<file path="config.mk">
export PLATFORM = sky130hd
export DESIGN_NAME = digit_serial_adder
export DESIGN_NICKNAME = d
export VERILOG_FILES = /design/src/rtl/digit_serial_adder_pkg.sv /design/src/rtl/digit_adder_cell.sv /design/src/rtl/digit_serial_adder.sv
export SDC_FILE = /design/constraint.sdc
export NUM_CORES = 1
export LEC_CHECK = 0
export BUFFER_PORTS_ARGS = -buffer_cell sky130_fd_sc_hd__buf_2
export CORE_ASPECT_RATIO = 0.5
export CORE_MARGIN = 5
export CORE_UTILIZATION = 30
export CTS_CLUSTER_DIAMETER = 40
export CTS_CLUSTER_SIZE = 25
export DETAILED_ROUTE_END_ITERATION = 10
export PLACE_DENSITY = 0.47
export SLEW_MARGIN = 20
export SYNTH_ARGS = -nofsm -noshare
export SYNTH_HDL_FRONTEND = slang
export SYNTH_SLANG_ARGS = --single-unit
</file>
<file path="constraint.sdc">
create_clock -name clk -period 2.65 [get_ports clk]
set_clock_uncertainty 0.15 [all_clocks]
set_input_delay 0.265 -clock clk [delete_from_list [all_inputs] [get_ports clk]]
set_output_delay 0.265 -clock clk [all_outputs]
set_load 0.05 [all_outputs]
</file>
<file path="src/rtl/digit_serial_adder_pkg.sv">
// digit_serial_adder_pkg: shared state encoding and counter sizing for the digit-serial adder
package digit_serial_adder_pkg;
  typedef enum logic [1:0] {
    ST_IDLE = 2'd0,
    ST_RUN  = 2'd1,
    ST_DONE = 2'd2
  } state_t;
  function automatic int cnt_w(input int n);
    return (n < 2) ? 1 : $clog2(n);
  endfunction
endpackage

</file>
<file path="src/rtl/digit_adder_cell.sv">
// digit_adder_cell: DIGIT-bit ripple of full adders, exposing the carry into the top bit for overflow
module digit_adder_cell #(
  parameter int DIGIT = 4
) (
  input  logic [DIGIT-1:0] x,
  input  logic [DIGIT-1:0] y,
  input  logic             ci,
  output logic [DIGIT-1:0] s,
  output logic             co,
  output logic             c_msb_in
);
  logic [DIGIT:0] c;
  assign c[0] = ci;
  for (genvar i = 0; i < DIGIT; i++) begin : g_fa
    assign s[i]   = x[i] ^ y[i] ^ c[i];
    assign c[i+1] = (x[i] & y[i]) | (c[i] & (x[i] ^ y[i]));
  end
  assign co       = c[DIGIT];
  assign c_msb_in = c[DIGIT-1];
endmodule

</file>
<file path="src/rtl/digit_serial_adder.sv">
// digit_serial_adder: multi-cycle add/subtract, DIGIT bits per clock with a registered inter-digit carry
module digit_serial_adder
  import digit_serial_adder_pkg::*;
#(
  parameter int WIDTH = 16,
  parameter int DIGIT = 4
) (
  input  logic             clk,
  input  logic             rst_n,
  input  logic             start,
  input  logic [WIDTH-1:0] a,
  input  logic [WIDTH-1:0] b,
  input  logic             cin,
  input  logic             sub,
  output logic             ready,
  output logic             busy,
  output logic             done,
  output logic [WIDTH-1:0] sum,
  output logic             cout,
  output logic             overflow
);
  localparam int N  = WIDTH / DIGIT;
  localparam int CW = cnt_w(N);
  state_t           state;
  logic [WIDTH-1:0] ar, br;
  logic             carry;
  logic [CW-1:0]    cnt;
  logic [DIGIT-1:0] d;
  logic             dco, dcm;
  digit_adder_cell #(.DIGIT(DIGIT)) u_cell (
    .x       (ar[DIGIT-1:0]),
    .y       (br[DIGIT-1:0]),
    .ci      (carry),
    .s       (d),
    .co      (dco),
    .c_msb_in(dcm)
  );
  assign ready = state == ST_IDLE;
  assign busy  = state == ST_RUN;
  assign done  = state == ST_DONE;
  // new digits enter at the MSB so digit 0 lands at the bottom after N shifts
  always_ff @(posedge clk or negedge rst_n)
    if (!rst_n) begin
      state    <= ST_IDLE;
      ar       <= '0;
      br       <= '0;
      carry    <= 1'b0;
      cnt      <= '0;
      sum      <= '0;
      cout     <= 1'b0;
      overflow <= 1'b0;
    end else
      case (state)
        ST_IDLE:
          if (start) begin
            ar    <= a;
            br    <= sub ? ~b : b;
            carry <= sub | cin;
            cnt   <= '0;
            state <= ST_RUN;
          end
        ST_RUN: begin
          sum   <= WIDTH'({d, sum} >> DIGIT);
          ar    <= ar >> DIGIT;
          br    <= br >> DIGIT;
          carry <= dco;
          cnt   <= cnt + CW'(1);
          if (cnt == CW'(N - 1)) begin
            state    <= ST_DONE;
            cout     <= dco;
            overflow <= dco ^ dcm;
          end
        end
        default: state <= ST_IDLE;
      endcase
endmodule

</file>
==> out/metrics.cfg, run 1 <==
[die]
design.portCount=58
core_area_mm2=0.008738
die_height_um=77.04
dieArea_mm2=0.01110
initial_utilization_pct=30.86
chipWidth_um=144.1
floorplan.rows=24

[power]
power.share.switching_pct=44.88
maximum_vdd_drop_uv=739.6
comb_power_share_pct=44.8
seqPwrFrac_pct=36.0
power_density_mw_per_mm2=1233
relative_contribution_of_the_clock_network_to_total_power_pct=19.2
cellLeakagePower_nw=1.521
p_int_mw=2.206
power.net_switching_mw=1.797

[clock_tree]
cts_tree=yes
clockBufferDepth=2
worst_setup_hold_path_clk_slew_ns=0.07
post-cts-setup-buffers=0
total_clock_buffers_created_by_cts=5
numClockSinks=55
insertion_delay_ns=0.29
clock_tree.htree_level_count=2
clock-root-buffer=sky130_fd_sc_hd__clkbuf_16

[synthesis]
synth.avg_cell_area_um2=9.561
synthesis.instances=282
syn-num-nets=324
netlist_top_cells_area=sky130_fd_sc_hd__dfrtp_1 (51%), sky130_fd_sc_hd__nand2_1 (11%), sky130_fd_sc_hd__xnor2_1 (5.2%)
area_share_of_the_largest_cell_type_after_synthesis_pct=51.04
synth_ff_type=sky130_fd_sc_hd__dfrtp_1
synth_top_area_cell=sky130_fd_sc_hd__dfrtp_1
post_synth_edffs=0
async_reset_ff_share_pct=100.0
synthDistinctLibCells=30
yosys_register_bits=55
synth_warn=0
post_synth_instance_area_mm2=0.002696
synth.yosys.seq_area_share_pct=51.04

[run]
max_capacitance_violation_total=0

[sta]
final.period_utilization_pct=89.74
final_hold_viol_count=0
grt_setup_unrepaired=no
fin_setup_tns_ns=0
setup_viol=0
shortest_period_the_worst_path_allows_ns=2.378
max_clock_freq_mhz=420.5
slew_headroom_pct=59.31
tightest_slew_ns=0.6099
drv_slew=0

[critical_path]
crit_path_end_kind=flop
cp.arrival_ns=2.44
crit_path_start_kind=flop
reg_to_reg_start=ar[0]
worst-path-max-fanout=3
timing.critical_path.from=ar[0]
cp_required_ns=2.71
criticalPathCategory=reg2reg

[drt]
avgViaCountPerCell=4.765
drc_errors=0
totalWireLength_um=6462
detailed_routing_iterations_pass_1=4
antenna_left=0
drtIter0Drc=160
routed_wire_length_per_instance_um=14.30
via_count=2154

[cells_and_area]
commonest_non_fill_non_tap_cell_in_the_layout=sky130_fd_sc_hd__nand2_1
finish.utilization_pct=37.16
nets=376
most_frequent_cells_in_the_layout=sky130_fd_sc_hd__nand2_1 (76), sky130_fd_sc_hd__buf_2 (57), sky130_fd_sc_hd__dfrtp_1 (55)
final_layout_size_suffix_gt1_share_pct=23.58
num_antenna_cells=0
area_growth_pct=20.42

[placement]
finalWeightedCongestion=0.7381
port-buffer-count=57
post-dp-hpwl_um=4622

[global_route]
number_of_antenna_violations_at_the_first_check_in_global_routing=0
grt_start_max_net_pins=32
first_global_vias=2147
grt_pass1_wl_um=10780
grt.overflow.total=0
grt_usage_pct=12.15

[min_path]
worstHoldPathType=in2reg
timing.hold.worst.start=a[8]

[run_status]
outcome=complete, no violations

-- logic make-up after synthesis --
group	Yosys count	share of synthesized area, %
mux	1	0.3712
buf+inv	30	5.754
fa+ha+maj	5	3.434
flops	55	51.04
simple gates	100	16.43
xor+xnor	17	5.522
compound gates	74	17.45
-- routing by layer --
layer	GRT usage (%)	wire length (um)	vias up
li1	-	-	1048
met1	17.48	3104	1040
met2	18.09	2880	64
met3	3.543	435	2
met4	2.632	41	0
met5	0	0	-
-- synthesized netlist by cell type, types with 2 or more instances --
cell type                   count
sky130_fd_sc_hd__nand2_1       76
sky130_fd_sc_hd__dfrtp_1       55
sky130_fd_sc_hd__nor2b_1       17
sky130_fd_sc_hd__o21ai_1       17
sky130_fd_sc_hd__a22oi_1       16
sky130_fd_sc_hd__xnor2_1       16
sky130_fd_sc_hd__a21oi_1       15
sky130_fd_sc_hd__inv_1          9
sky130_fd_sc_hd__o21ai_0        9
sky130_fd_sc_hd__o221ai_1       8
sky130_fd_sc_hd__buf_2          7
sky130_fd_sc_hd__clkbuf_1       6
sky130_fd_sc_hd__buf_4          5
sky130_fd_sc_hd__fa_1           4
sky130_fd_sc_hd__o211ai_1       4
sky130_fd_sc_hd__a2bb2oi_1      2
sky130_fd_sc_hd__buf_6          2
sky130_fd_sc_hd__nor2_1         2
-- critical path: stages, from the launching register on --
cell	delay [ns]
sky130_fd_sc_hd__dfrtp_1	0.41
sky130_fd_sc_hd__fa_1	0.43
sky130_fd_sc_hd__inv_1	0.08
sky130_fd_sc_hd__fa_1	0.16
sky130_fd_sc_hd__inv_1	0.05
sky130_fd_sc_hd__fa_1	0.39
sky130_fd_sc_hd__inv_1	0.08
sky130_fd_sc_hd__fa_1	0.40
sky130_fd_sc_hd__o21ai_0	0.15
-- cell type report --
type | count | area (um^2)
multi-input combinational | 197 | 1165
clock inverter | 2 | 35.03
clock buffer | 6 | 138.9
fill | 915 | 5492
inverter | 10 | 37.54
tap | 117 | 146.4
timing repair buffer | 65 | 347.8
sequential | 55 | 1376
-- final timing paths --
kind	slack, ns	depth (start not counted)	end
min in group asynchronous	0.25	2	br[14]
max reg2reg	0.27	8	sum[15]
min	0.09	3	ar[8]
max	0.27	8	sum[15]
max in group asynchronous	1.48	3	sum[4]
min reg2reg	0.33	2	sum[2]
-- per-stage QoR --
step           setup WS [ns]  cell area (um^2)  power, mW  hold WS (ns)  instances
3_3_place_gp          0.3131              3063      3.235       0.02789        443
6_report              0.2718              3247      4.003       0.09314        452
3_5_place_dp          0.2757              3063      3.278       0.03611        443
5_1_grt               0.1370              3247      4.301       0.09629        452
2_1_floorplan         0.3830              2696      2.814       -0.1806        282
4_1_cts               0.2618              3247      4.052       0.08627        452
-- flip-flops by register name, summed over array words and instances, names as in the netlist --
| register | cells |
|---|---|
| state | 2 |
| carry | 1 |
| cnt | 2 |
| br | 16 |
| sum | 16 |
| overflow | 1 |
| ar | 16 |
| cout | 1 |
-- power by group through the flow --
stage / logic (mW) / registers (mW) / clock network, mW
after floorplan: 1.02 / 1.80 / 0
after global placement: 1.78 / 1.45 / 0
after detailed placement: 1.81 / 1.46 / 0
after CTS: 1.82 / 1.45 / 0.788
after global routing: 1.99 / 1.50 / 0.818
final: 1.79 / 1.44 / 0.767
-- timing repair --
item,4_1_cts,5_1_grt
gates resized for setup,0,0
hold endpoints to repair,13,0
hold buffers,1,0
(Power assumes the default switching activity.)
==> run 2: changes to the inputs <==
Settings changed: CORE_ASPECT_RATIO 0.5 to 0.75, CORE_MARGIN 5 to 2, PLACE_DENSITY 0.47 to 0.49.
Clock period 2.65 ns to 2 ns, I/O delays scaled along.
==> run 2 against run 1 <==
The flow now finishes with violations (negative setup slack). Combinational power increased by 47%. Sequential cell count stayed put. Final area increased by 3.2%. First-iteration DRC count fell by 15%. Sequential share of layout area decreased by 1.3 points. Non-clock buffer count up 13. Critical path depth is the same. Core utilization up 1.8 points. Power up 35%. Fmax up 7.1%. Count of clock-buffer cells in the layout decreased by 1.
==> out/metrics.cfg, run 2 (same netlist as run 1, synthesis figures left out) <==
[critical_path]
crit_path_end_kind=flop
reg_to_reg_start=ar[0]
setup.reg_to_reg.worst_slack_ns=-0.22  ; -0.49 ns
crit_path_start_kind=flop
cp_required_ns=2.08  ; -0.63 ns
cp.arrival_ns=2.30  ; -0.14 ns
destination_of_the_worst_register_to_register_timing_path=sum[15]
worst-path-max-fanout=2  ; -1
reg2regPathDepth=8  ; unchanged
criticalPathCategory=reg2reg

[clock_tree]
clock-root-buffer=sky130_fd_sc_hd__clkbuf_16
numClockSinks=55  ; unchanged
clockBufferDepth=2  ; unchanged
cts_tree=yes
worst_setup_hold_path_clk_slew_ns=0.07  ; about the same
total_clock_buffers_created_by_cts=5  ; unchanged
clock_tree.htree_level_count=2  ; unchanged
insertion_delay_ns=0.29  ; about the same

[placement]
port-buffer-count=57  ; unchanged
place_area_mm2=0.003164  ; +3.3%
finalWeightedCongestion=0.7598  ; +2.9%
post-dp-hpwl_um=4290  ; -7.2%
placed_cell_count=445  ; +0.45%

[drt]
drtIter0Drc=136  ; -15%
via_count=2138  ; -0.74%
drc_errors=0  ; unchanged
detailed_routing_iterations_pass_1=4  ; unchanged
totalWireLength_um=6292  ; -2.6%
antenna_left=0  ; unchanged
routed_wire_length_per_instance_um=13.80  ; -3.5%
avgViaCountPerCell=4.689  ; -1.6%

[global_route]
grt_usage_pct=13.97  ; +1.8 points
grtUsageMet1_pct=19.76  ; +2.3 points
grt_met3_usage_pct=3.675  ; +0.13 points
grt.overflow.total=0  ; unchanged
global_route.usage.met2_pct=21.83  ; +3.7 points
number_of_antenna_violations_at_the_first_check_in_global_routing=0  ; unchanged
first_global_vias=2153  ; +0.28%
grt_pass1_wl_um=10870  ; +0.90%
grt_start_max_net_pins=56  ; +75%
grt_busiest_layer=met2

[power]
comb_power_share_pct=48.7  ; +3.9 points
power_density_mw_per_mm2=1614  ; +31%
maximum_vdd_drop_uv=734.1  ; -0.73%
p_int_mw=2.944  ; +33%
relative_contribution_of_the_clock_network_to_total_power_pct=16.3  ; -2.9 points
cellLeakagePower_nw=1.573  ; +3.4%
power.net_switching_mw=2.463  ; +37%
seqPwrFrac_pct=35.0  ; -1.0 points
power.share.switching_pct=45.55  ; +0.67 points

[min_path]
min_delay_path_depth=3  ; unchanged
timing.hold.worst.start=a[11]
hold_end=ar[11]
worstHoldPathType=in2reg

[sta]
grt_setup_unrepaired=yes
setup_viol=4  ; +4
max_clock_freq_mhz=450.5  ; +7.1%
drv_slew=0  ; unchanged
final.period_utilization_pct=111.0  ; +21 points
post-route-worst-setup-slack_ns=-0.2199  ; -0.4917 ns
slew_headroom_pct=58.52  ; -0.79 points
shortest_period_the_worst_path_allows_ns=2.220  ; -0.1583 ns
final_hold_viol_count=0  ; unchanged
tightest_slew_ns=0.6217  ; +0.01185 ns

[cells_and_area]
area_growth_pct=24.22
num_antenna_cells=0  ; unchanged
nets=389  ; +3.5%
design_area_mm2=0.003349  ; +3.2%
sequential_cell_area_mm2=0.001378  ; about the same
final_layout_size_suffix_gt1_share_pct=29.31  ; +5.7 points
post_layout_nonfiller_instances=456  ; +0.88%
multi_input_comb_area_mm2=0.001184  ; +1.6%
reg.largest.list=ar x16, br x16, sum x16
num-fill-cells=875  ; -4.4%
most_frequent_cells_in_the_layout=sky130_fd_sc_hd__nand2_1 (76), sky130_fd_sc_hd__buf_2 (57), sky130_fd_sc_hd__dfrtp_1 (54)
commonest_non_fill_non_tap_cell_in_the_layout=sky130_fd_sc_hd__nand2_1

[die]
dieArea_mm2=0.009770  ; -12%
die_height_um=86.11  ; +12%
core_area_mm2=0.008600  ; -1.6%
chipWidth_um=113.5  ; -21%
initial_utilization_pct=31.35  ; +0.50 points
design.portCount=58  ; unchanged
floorplan.rows=29  ; +21%

[run_status]
violations=negative setup slack
outcome=finished with violations

[run]
max_capacitance_violation_total=0  ; unchanged

[run 2: cell types whose count changed in the layout (fill, tap and decap cells not counted), sizes merged]
cell / change
bufinv: -1
clkinvlp: +2
clkbuf: -1
buf: +13
[run 2: worst max-delay path by stage]
stage	start	cells after the start	slack, ns	endpoint
floorplan	carry	8	-0.16	sum[15]
finish	ar[0]	8	-0.22	sum[15]
detailed placement	carry	9	-0.28	overflow
global placement	carry	9	-0.20	overflow
global route	ar[0]	8	-0.28	sum[15]
CTS	ar[0]	8	-0.22	sum[15]
[run 2: power groups by stage]
stage | Clock [mW] | Sequential [mW] | Combinational [mW]
after floorplan | 0 | 2.38 | 1.36
after global placement | 0 | 1.91 | 2.57
after detailed placement | 0 | 1.92 | 2.60
after CTS | 0.916 | 1.90 | 2.63
after global routing | 0.951 | 1.97 | 2.93
final | 0.881 | 1.89 | 2.63
[run 2: final cells by class]
cell class / instances / share of cell area, %
Sequential cell: 55 / 41.13
Multi-Input combinational cell: 197 / 35.34
Timing Repair Buffer: 78 / 14.05
Tap cell: 108 / 4.034
Clock buffer: 5 / 3.736
Inverter: 10 / 1.121
Clock inverter: 3 / 0.5977
[run 2: what timing repair did]
action / 4_1_cts / 5_1_grt
gates resized for setup: 2 / 4
buffers inserted: 1 / 1
pin swaps: 4 / 0
hold buffers: 1 / 0
endpoints found under the hold margin: 55 / 0
setup endpoints to repair: 4 / 5
[run 2: through the flow]
step	total power, mW	setup WS [ns]	utilization, %	hold slack (ns)	TNS (ns)
6_report	5.407	-0.2199	38.95	0.02031	-0.6928
5_1_grt	5.851	-0.2768	38.95	0.02230	-0.9649
4_1_cts	5.447	-0.2176	38.76	0.01545	-0.6325
3_5_place_dp	4.524	-0.2799	36.80	0.07540	-0.8909
3_3_place_gp	4.477	-0.2014	36.80	0.07552	-0.6575
2_1_floorplan	3.745	-0.1632	-	-0.2456	-0.4894
[run 2: worst max-delay path: stages, from the launching register on]
cell and delay [ns]:
sky130_fd_sc_hd__dfrtp_1 0.41, sky130_fd_sc_hd__fa_2 0.40, sky130_fd_sc_hd__inv_2 0.06, sky130_fd_sc_hd__fa_1 0.16, sky130_fd_sc_hd__inv_2 0.04, sky130_fd_sc_hd__fa_2 0.34, sky130_fd_sc_hd__inv_2 0.06, sky130_fd_sc_hd__fa_2 0.43
sky130_fd_sc_hd__o21ai_2 0.11
[run 2: metal layers]
layer	wire (um)	share of wire [%]
met1	3193	51
met2	2796	44
met3	263	4.2
met4	39	0.62
met5	0	0
